`config.mk`:
```
export PLATFORM = sky130hd
export DESIGN_NAME = add_multiword_seq_flat
export DESIGN_NICKNAME = d
export VERILOG_FILES = /design/src/rtl/add_multiword_seq_if.sv /design/src/rtl/add_multiword_seq.sv /design/src/flat_wrapper.sv
export SDC_FILE = /design/constraint.sdc
export NUM_CORES = 1
export LEC_CHECK = 0
export CAP_MARGIN = 25
export CORE_MARGIN = 4
export CORE_UTILIZATION = 40
export CTS_BUF_LIST = sky130_fd_sc_hd__clkbuf_2 sky130_fd_sc_hd__clkbuf_4 sky130_fd_sc_hd__clkbuf_8
export CTS_CLUSTER_DIAMETER = 80
export DETAILED_ROUTE_END_ITERATION = 16
export HOLD_SLACK_MARGIN = 0.05
export MAX_ROUTING_LAYER = met4
export PLACE_DENSITY = 0.74
export SLEW_MARGIN = 0
export SYNTH_ARGS = -nofsm -noshare
export SYNTH_HDL_FRONTEND = slang
export SYNTH_SLANG_ARGS = --single-unit
export TNS_END_PERCENT = 100
```
`constraint.sdc`:
```
create_clock -name clk -period 3.6 [get_ports clk]
set_clock_uncertainty 0.15 [all_clocks]
set_input_delay 0.36 -clock clk [delete_from_list [all_inputs] [get_ports clk]]
set_output_delay 0.36 -clock clk [all_outputs]
set_load 0.1 [all_outputs]
```
`src/rtl/add_multiword_seq_if.sv`:
```
// Request/response bundle for the multi-word adder sequencer.
interface add_multiword_seq_if #(
  parameter int unsigned WORD_SIZE = 8,
  parameter int unsigned NUM_WORDS = 4
);
  localparam int unsigned TOTAL_W = WORD_SIZE * NUM_WORDS;

  logic               in_valid;
  logic               in_ready;
  logic               cin;
  logic [TOTAL_W-1:0] in0;
  logic [TOTAL_W-1:0] in1;
  logic               out_valid;
  logic               out_ready;
  logic [TOTAL_W-1:0] sum;
  logic               cout;

  // Requester side: drives operands, consumes the result.
  modport master (
    output in_valid, cin, in0, in1, out_ready,
    input  in_ready, out_valid, sum, cout
  );

  // Sequencer side.
  modport slave (
    input  in_valid, cin, in0, in1, out_ready,
    output in_ready, out_valid, sum, cout
  );
endinterface

```
`src/rtl/add_multiword_seq.sv`:
```
// Multi-precision adder: one WORD_SIZE slice per cycle through a shared adder,
// carry chained slice to slice, result held on a valid/ready handshake.

// Narrow ripple adder shared by every slice of the wide operation.
module add #(
  parameter int unsigned WIDTH = 8
) (
  input  logic [WIDTH-1:0] a_i,
  input  logic [WIDTH-1:0] b_i,
  input  logic             cin_i,
  output logic [WIDTH-1:0] sum_o,
  output logic             cout_o
);
  // Single full-width add with carry out on the extra bit.
  always_comb begin
    {cout_o, sum_o} = (WIDTH+1)'(a_i) + (WIDTH+1)'(b_i) + (WIDTH+1)'(cin_i);
  end
endmodule

module add_multiword_seq #(
  parameter int unsigned WORD_SIZE = 8,
  parameter int unsigned NUM_WORDS = 4
) (
  input  logic                clk,
  input  logic                rst,
  add_multiword_seq_if.slave  bus
);
  localparam int unsigned TOTAL_W = WORD_SIZE * NUM_WORDS;
  localparam int unsigned IDX_W   = (NUM_WORDS > 1) ? $clog2(NUM_WORDS) : 1;

  localparam logic [1:0] IDLE = 2'd0;
  localparam logic [1:0] RUN  = 2'd1;
  localparam logic [1:0] DONE = 2'd2;

  logic [1:0]           state_q, state_d;
  logic [IDX_W-1:0]     idx_q, idx_d;
  logic [TOTAL_W-1:0]   a_q, a_d;
  logic [TOTAL_W-1:0]   b_q, b_d;
  logic [TOTAL_W-1:0]   sum_q, sum_d;
  logic                 carry_q, carry_d;
  logic                 cout_q, cout_d;

  logic [WORD_SIZE-1:0] slice_a_c;
  logic [WORD_SIZE-1:0] slice_b_c;
  logic [WORD_SIZE-1:0] slice_sum_c;
  logic                 slice_cout_c;
  logic                 last_c;

  // Select the current slice of the latched operands.
  always_comb begin
    slice_a_c = a_q[idx_q*WORD_SIZE +: WORD_SIZE];
    slice_b_c = b_q[idx_q*WORD_SIZE +: WORD_SIZE];
    last_c    = (idx_q == IDX_W'(NUM_WORDS - 1));
  end

  add #(.WIDTH(WORD_SIZE)) u_add (
    .a_i    (slice_a_c),
    .b_i    (slice_b_c),
    .cin_i  (carry_q),
    .sum_o  (slice_sum_c),
    .cout_o (slice_cout_c)
  );

  // Next-state and datapath update for IDLE -> RUN -> DONE.
  always_comb begin
    state_d = state_q;
    idx_d   = idx_q;
    a_d     = a_q;
    b_d     = b_q;
    carry_d = carry_q;
    sum_d   = sum_q;
    cout_d  = cout_q;
    case (state_q)
      IDLE: begin
        if (bus.in_valid) begin
          a_d     = bus.in0;
          b_d     = bus.in1;
          carry_d = bus.cin;
          idx_d   = '0;
          state_d = RUN;
        end
      end
      RUN: begin
        sum_d[idx_q*WORD_SIZE +: WORD_SIZE] = slice_sum_c;
        carry_d = slice_cout_c;
        idx_d   = idx_q + 1'b1;
        if (last_c) begin
          cout_d  = slice_cout_c;
          idx_d   = '0;
          state_d = DONE;
        end
      end
      DONE: begin
        if (bus.out_ready) begin
          state_d = IDLE;
        end
      end
      default: state_d = IDLE;
    endcase
  end

  // State and datapath registers with synchronous reset.
  always_ff @(posedge clk) begin
    if (rst) begin
      state_q <= IDLE;
      idx_q   <= '0;
      a_q     <= '0;
      b_q     <= '0;
      carry_q <= 1'b0;
      sum_q   <= '0;
      cout_q  <= 1'b0;
    end else begin
      state_q <= state_d;
      idx_q   <= idx_d;
      a_q     <= a_d;
      b_q     <= b_d;
      carry_q <= carry_d;
      sum_q   <= sum_d;
      cout_q  <= cout_d;
    end
  end

  // Ready is masked by reset so an operation presented alongside rst is never taken.
  assign bus.in_ready  = (state_q == IDLE) && !rst;
  assign bus.out_valid = (state_q == DONE);
  assign bus.sum       = sum_q;
  assign bus.cout      = cout_q;
endmodule

```
`src/flat_wrapper.sv`:
```
// flat-port wrapper written by rule: the top's interface ports become plain ports
module add_multiword_seq_flat 
#(
  parameter int unsigned WORD_SIZE = 8,
  parameter int unsigned NUM_WORDS = 4
)
  (clk, rst, bus_in_valid, bus_cin, bus_in0, bus_in1, bus_out_ready, bus_in_ready, bus_out_valid, bus_sum, bus_cout);
  add_multiword_seq_if #(.WORD_SIZE(WORD_SIZE), .NUM_WORDS(NUM_WORDS)) bus_i ();
  input  logic clk;
  input  logic rst;
  input wire logic [$bits(bus_i.in_valid)-1:0] bus_in_valid;
  input wire logic [$bits(bus_i.cin)-1:0] bus_cin;
  input wire logic [$bits(bus_i.in0)-1:0] bus_in0;
  input wire logic [$bits(bus_i.in1)-1:0] bus_in1;
  input wire logic [$bits(bus_i.out_ready)-1:0] bus_out_ready;
  output wire logic [$bits(bus_i.in_ready)-1:0] bus_in_ready;
  output wire logic [$bits(bus_i.out_valid)-1:0] bus_out_valid;
  output wire logic [$bits(bus_i.sum)-1:0] bus_sum;
  output wire logic [$bits(bus_i.cout)-1:0] bus_cout;
  assign bus_i.in_valid = bus_in_valid;
  assign bus_i.cin = bus_cin;
  assign bus_i.in0 = bus_in0;
  assign bus_i.in1 = bus_in1;
  assign bus_i.out_ready = bus_out_ready;
  assign bus_in_ready = bus_i.in_ready;
  assign bus_out_valid = bus_i.out_valid;
  assign bus_sum = bus_i.sum;
  assign bus_cout = bus_i.cout;
  add_multiword_seq #(.WORD_SIZE(WORD_SIZE), .NUM_WORDS(NUM_WORDS)) u_core (.clk(clk), .rst(rst), .bus(bus_i));
endmodule
```
# Yosys cells after proc, flatten, opt, wreduce, memory -nomap -nowiden
# Cells that the tools add are included.
dict set report classes {
  add_sub_neg 4
  mux 10
  n_shift 4
  n_eq_ne 6
  reduce_logical 8
}
# cell count
set ops {}
lappend ops {{$shiftx 32x6->8} 2}
lappend ops {{$neg 5->34} 1}
lappend ops {{$shift 8x34->32 const A} 1}
lappend ops {{$shiftx 8x34->32} 1}
lappend ops {{$bwmux 32} 1}
lappend ops {{$mux 2} 5}
lappend ops {{$add 8x8->9} 1}
lappend ops {{$add 9x1->9} 1}
lappend ops {{$pmux 2 s3} 1}
lappend ops {{$reduce_and 2->1} 3}
lappend ops {{$eq 2x2->1 const B} 2}
lappend ops {{$ne 2x2->1 const B} 2}
lappend ops {{$pmux 2 s2} 1}
lappend ops {{$reduce_and 3->1} 1}
lappend ops {{$add 2x1->2 const B} 1}
lappend ops {{$eq 2x1->1 const B} 1}
lappend ops {{$logic_not 2->1} 1}
lappend ops {{$ne 2x1->1 const B} 1}
lappend ops {{$pmux 1 s2} 1}
lappend ops {{$reduce_bool 2->1} 1}
lappend ops {{$logic_and 1x1->1} 1}
lappend ops {{$logic_not 1->1} 1}
lappend ops {{$mux 1} 1}
dict set report totals {
  out_inout_bits 35
  reg_bits 102
  inputBits 69
}

# Logic depth before layout (Yosys ltp)
dict set report depth {
  word_depth 5
  depth_mapped 10
  depth_no_buf 8
}

# Modules after synthesis
# From an unflattened synthesis, not the netlist that was laid out.
dict set report hier_totals {
  cells_unflattened 493
  hier_area_um2 4383.0
}
# module instances seq_area_each_um2 cells_per_inst area_per_inst_um2
set by_module_without_submodules {}
lappend by_module_without_submodules {add_multiword_seq 1 2042.0 451 4051.4}
lappend by_module_without_submodules {add 1 0.0 42 331.6}

# Least setup slack after synthesis
# Ideal clock, no wire load.
dict set report synth_timing {
  path_kind {reg2reg}
  start {register u_core.idx_q[1]}
  end {register u_core.sum_q[6], in the netlist u_core.bus.sum[6]}
  required_time_ns 3.322
  arrival_ns 3.002
  synth_period_minus_slack_ns 3.279
  setup_slack_ns 0.321
  path_stages_with_launch 11
  n_path_buf 2
  setup_time_ns 0.128
  path_cell_list {dfxtp_1 -> buf_2 -> clkbuf_1 -> mux4_2 -> fa_1 -> fa_1 -> a21o_1 -> a221oi_1 -> xnor2_1 -> a22oi_1 -> nor2_1}
}
dict set report synth_between {
  elab_chain_len 5
  elab_cells_between_ends 8
}
# item line
set synth_rtl {}
lappend synth_rtl {{start: declaration} add_multiword_seq.sv:36} ;# logic [IDX_W-1:0] idx_q, idx_d;
lappend synth_rtl {{start signal: assignment} add_multiword_seq.sv:114} ;# idx_q <= idx_d;
lappend synth_rtl {{$shiftx 32x6->8, on equally long branches} {add_multiword_seq.sv:51, add_multiword_seq.sv:52}}
lappend synth_rtl {{$add 8x8->9} add_multiword_seq.sv:16} ;# {cout_o, sum_o} = (WIDTH+1)'(a_i) + (WIDTH+1)'(b_i) + (WIDTH+1)'(cin_i);
lappend synth_rtl {{$add 9x1->9} add_multiword_seq.sv:16}
lappend synth_rtl {{$shiftx 8x34->32} add_multiword_seq.sv:84} ;# sum_d[idx_q*WORD_SIZE +: WORD_SIZE] = slice_sum_c;
lappend synth_rtl {{$bwmux 32 *} add_multiword_seq.sv:84}
lappend synth_rtl {{end signal: assignment} add_multiword_seq.sv:118} ;# sum_q <= sum_d;
lappend synth_rtl {{end: declaration} add_multiword_seq.sv:39} ;# logic [TOTAL_W-1:0] sum_q, sum_d;
# Mark *: on every way between the ends. The rest lies on a longest branch, timed or not.
# A chain may end at the register's enable or synchronous reset.

# Final worst setup path
dict set report layout_timing {
  start {register u_core.idx_q[0]}
  end {register u_core.sum_q[6], in the netlist u_core.bus.sum[6]}
}
# The elaborated chain is that of the path after synthesis.

==> results list <==
* Result of the run: finished clean
- Number of synthesized flops with an enable pin: 0
- In this run, post-CTS hold repair placed 0 buffers.
- FILL cells: 983
- At the worst endpoint, the arrival time is 3.28 ns.
- The floorplan step set the die width to 112 µm.
* Dominant synthesized flop cell: sky130_fd_sc_hd__dfxtp_1
* Clock tree from TritonCTS: yes
- Total power consumption of the routed design: 2.32 mW
* Yosys warns: 0
* Setup violators final: 0
* IO Port Bufs: 103
- In this run the static leakage power is 2.12 nW.
* Half-perimeter wire length after detailed placement: 8340 µm
* Worst min-delay path endpoint: u_core.b_q[11]
- Yosys top cell by area: sky130_fd_sc_hd__dfxtp_1
* Antenna-violating nets left: 0
* Number of instances on the worst hold path: 2
- TritonCTS created 9 clock buffers.
- Across the VDD grid, the largest voltage drop is 0.240 mV.
- Antenna violations before repair: 0
- Measured against its own limit, the worst slew margin works out to 33.4%.
- Post-route minimum period: 3.21 ns
- Summing every instance area after synthesis gives 0.00436 mm².
- For this run, the top clock speed supported by timing is 312 MHz.
- Depth of the most critical reg-to-reg path: 8
* Critical register-to-register path startpoint: u_core.idx_q[0]
- Power spread over the standard cell area amounts to 408 mW/mm².
* RSZ-0062 raised after global routing: false
- Final global-route overflow total: 0
- Routability-driven placement finished with a final weighted congestion of 0.852.
* Worst-margin pin slew: 0.999 ns
- In this run the count of I/O pins placed on the die edge is 104.
* First-pass GRT wire length: 18200 µm
* Number of vias per cell: 5.18
- For the worst setup path, the data required time is 3.67 ns.
- In this run the vertical extent of the chip is 112 µm.
* Hold wc startpoint: u_core.b_q[11]
* Type of the tightest min-delay check: flop to flop
- First-pass detailed-route iteration total: 5
* Hold violation total from the final report: 0
* Total detailed-routing wirelength: 11000 µm
- After routing, the total negative slack on setup checks comes to 0 ns.
- Number of buffers inserted by post-CTS setup repair: 0
- By startpoint and endpoint, the worst setup path is classified as flop to flop.
- The synthesized design contains 102 register bits.
- Clock latency on the worst-skew pair, taken at its later pin, is 0.35 ns.
* Sort of element at the start of the critical path: flop
* DIE AREA: 0.0126 mm²
* H-Tree Level Count: 3
- Vias: 3703
- For this block, the initial DRC count from the detailed router was 177.
- The via count of the first global-routing pass was 3742.
- Across the whole layout, storage elements account for 0.00204 mm².
- Syn Inst Count: 483
* Sequential share of the synthesized area: 46.9%
* Area growth from synthesis to final layout: 30.6%
* Average wire per standard cell: 15.4 µm
* Max-capacitance violation count: 0
- Quantity of gates resized following cts: 0
- Synthesis produced a netlist with a net count of 567.
- Buffers from clock root to sink, at most: 2
* Number of distinct library cell variants in the gate-level netlist after synthesis: 38
- Number of max-slew violations in the final report: 0
- Clock-pin slew of the registers on the worst-case setup and hold paths: 0.11 ns
- Std-Cell Core Area: 0.0105 mm²
* Async set-reset flop share out of synthesis: 0%
- Dividing the final minimum period by the clock period gives 89.1%.
- Entering global routing, the biggest net connects 103 pins.
* Starting Density: 41.6%
* Crit Reg-Reg Endpoint: u_core.bus.sum[6]
- Averaged over all synthesized cells, the footprint is 9.02 µm².
- In this run the clock root is driven by a sky130_fd_sc_hd__clkbuf_8.
- Yosys attributes the largest share of cell area to sky130_fd_sc_hd__dfxtp_1 47%, sky130_fd_sc_hd__nand2_1 12%, sky130_fd_sc_hd__a21oi_1 8.7%.
* Final nets: 658
* Residual DRC count: 0
- Maximum fanout encountered on the critical timing path: 4
- Total clock sinks: 102
- Of the post-synthesis cell area, the dominant cell type holds 46.9%.
- Share of layout cells above drive strength 1: 9.33%
- After floorplanning, the core was divided into 37 placement rows.
- Worst reg2reg setup slack: 0.39 ns
* Number of inserted diodes: 0
- Summing all multi-input logic gate instances after layout gives 0.00219 mm².
- Cells fill 54.4% of the core in the end.
- STA classifies the critical path endpoint as a flop.
- For this run, the total global-route usage over all layers was measured as 18.0%.
## where the power goes
group          switching, mW  total, mW  internal (mW)
logic                  0.241      0.420          0.179
clock network          0.409      0.692          0.283
registers             0.0288       1.21           1.18
total                  0.679       2.32           1.64
## logic make-up (layout without fill, tap and decap cells)
family	Yosys count	in the layout	share of synthesized area [%]
AND/OR/NAND/NOR	191	191	19.7
AO/OA/AOI/OAI	121	121	16.2
flip-flops	102	102	46.9
buffers and inverters	32	128	3.04
multiplexers	17	17	8.50
adder cells (fa/ha/maj)	15	15	4.65
XOR/XNOR	5	5	1.01
## synthesized netlist by cell type, drive strengths merged (2+ instances only)
cell    number
buf         14
a21o         3
a22oi       29
ha          13
mux4        16
or2b         2
inv          2
nor4b        3
xor2         2
nand3b       2
o21ai        7
a211oi       2
clkbuf      16
a21oi       77
nor3         3
xnor2        3
nand2b       2
fa           2
nor2        32
dfxtp      102
nand2      141
## metrics by stage
stage / setup WS (ns) / cell area [µm²] / hold slack [ns] / std cells
5_1_grt: 0.179 / 5690 / 0.327 / 715
6_report: 0.391 / 5690 / 0.308 / 715
3_5_place_dp: 0.395 / 5500 / 0.296 / 699
4_1_cts: 0.382 / 5690 / 0.309 / 715
2_1_floorplan: 0.321 / 4360 / 0.283 / 483
3_3_place_gp: 0.535 / 5480 / 0.289 / 698
## cell usage in the layout (no fill, tap or decap), types with 2 or more instances in the layout
cell,n
sky130_fd_sc_hd__nand2_1,137
sky130_fd_sc_hd__dfxtp_1,102
sky130_fd_sc_hd__clkdlybuf4s50_1,101
sky130_fd_sc_hd__a21oi_1,76
sky130_fd_sc_hd__nor2_1,31
sky130_fd_sc_hd__a22oi_1,29
sky130_fd_sc_hd__mux4_2,16
sky130_fd_sc_hd__ha_1,13
sky130_fd_sc_hd__clkbuf_8,10
sky130_fd_sc_hd__buf_4,8
sky130_fd_sc_hd__o21ai_0,4
sky130_fd_sc_hd__nor3_1,3
sky130_fd_sc_hd__a21o_1,3
sky130_fd_sc_hd__xnor2_1,3
sky130_fd_sc_hd__nand2_4,3
sky130_fd_sc_hd__nor4b_4,3
sky130_fd_sc_hd__clkinv_4,3
sky130_fd_sc_hd__inv_1,2
sky130_fd_sc_hd__nand2b_1,2
sky130_fd_sc_hd__or2b_1,2
sky130_fd_sc_hd__a211oi_1,2
sky130_fd_sc_hd__xor2_1,2
sky130_fd_sc_hd__nand3b_1,2
sky130_fd_sc_hd__o21ai_1,2
sky130_fd_sc_hd__fa_1,2
sky130_fd_sc_hd__inv_8,2
## metal layers
metal | up-vias | track usage [%] | wire [µm]
met4 | 0 | 4.57 | 74
li1 | 1841 | - | -
met5 | - | - | 0
met3 | 4 | 2.96 | 543
met2 | 103 | 30.6 | 5590
met1 | 1755 | 22.5 | 4800
## cell type report
| type | count | area share, % |
|---|---|---|
| Timing Repair Buffer | 110 | 19.2 |
| Multi-Input combinational cell | 349 | 38.5 |
| Sequential cell | 102 | 35.9 |
| Inverter | 2 | 0.132 |
| Clock buffer | 10 | 2.42 |
| Tap cell | 136 | 2.99 |
| Clock inverter | 6 | 0.945 |
## worst max-delay path: stages (launching register included)
cell and delay, ns:
sky130_fd_sc_hd__dfxtp_1 0.43, sky130_fd_sc_hd__mux4_2 0.55, sky130_fd_sc_hd__fa_1 0.48, sky130_fd_sc_hd__fa_1 0.43
sky130_fd_sc_hd__a21o_1 0.19, sky130_fd_sc_hd__a221oi_1 0.37, sky130_fd_sc_hd__xnor2_1 0.21, sky130_fd_sc_hd__a22oi_1 0.21
sky130_fd_sc_hd__nor2_1 0.06
## sequential cells by signal, summed over array words and instances, names as in the netlist
name and count:
u_core.a_q 32, u_core.b_q 32, u_core.bus.cout 1, u_core.bus.sum 32, u_core.carry_q 1, u_core.idx_q 2
u_core.state_q 2
## worst max-delay path by stage
stage	start	end	slack (ns)	cells past startpoint
after CTS	u_core.idx_q[0]	u_core.bus.sum[6]	0.38	8
after global routing	u_core.idx_q[0]	u_core.bus.sum[6]	0.18	8
after floorplan	u_core.idx_q[1]	u_core.bus.sum[6]	0.32	10
final	u_core.idx_q[0]	u_core.bus.sum[6]	0.39	8
after global placement	u_core.idx_q[0]	u_core.bus.sum[6]	0.53	8
after detailed placement	u_core.idx_q[0]	u_core.bus.sum[6]	0.39	8
Note: power is estimated with default switching activity, not from simulation.
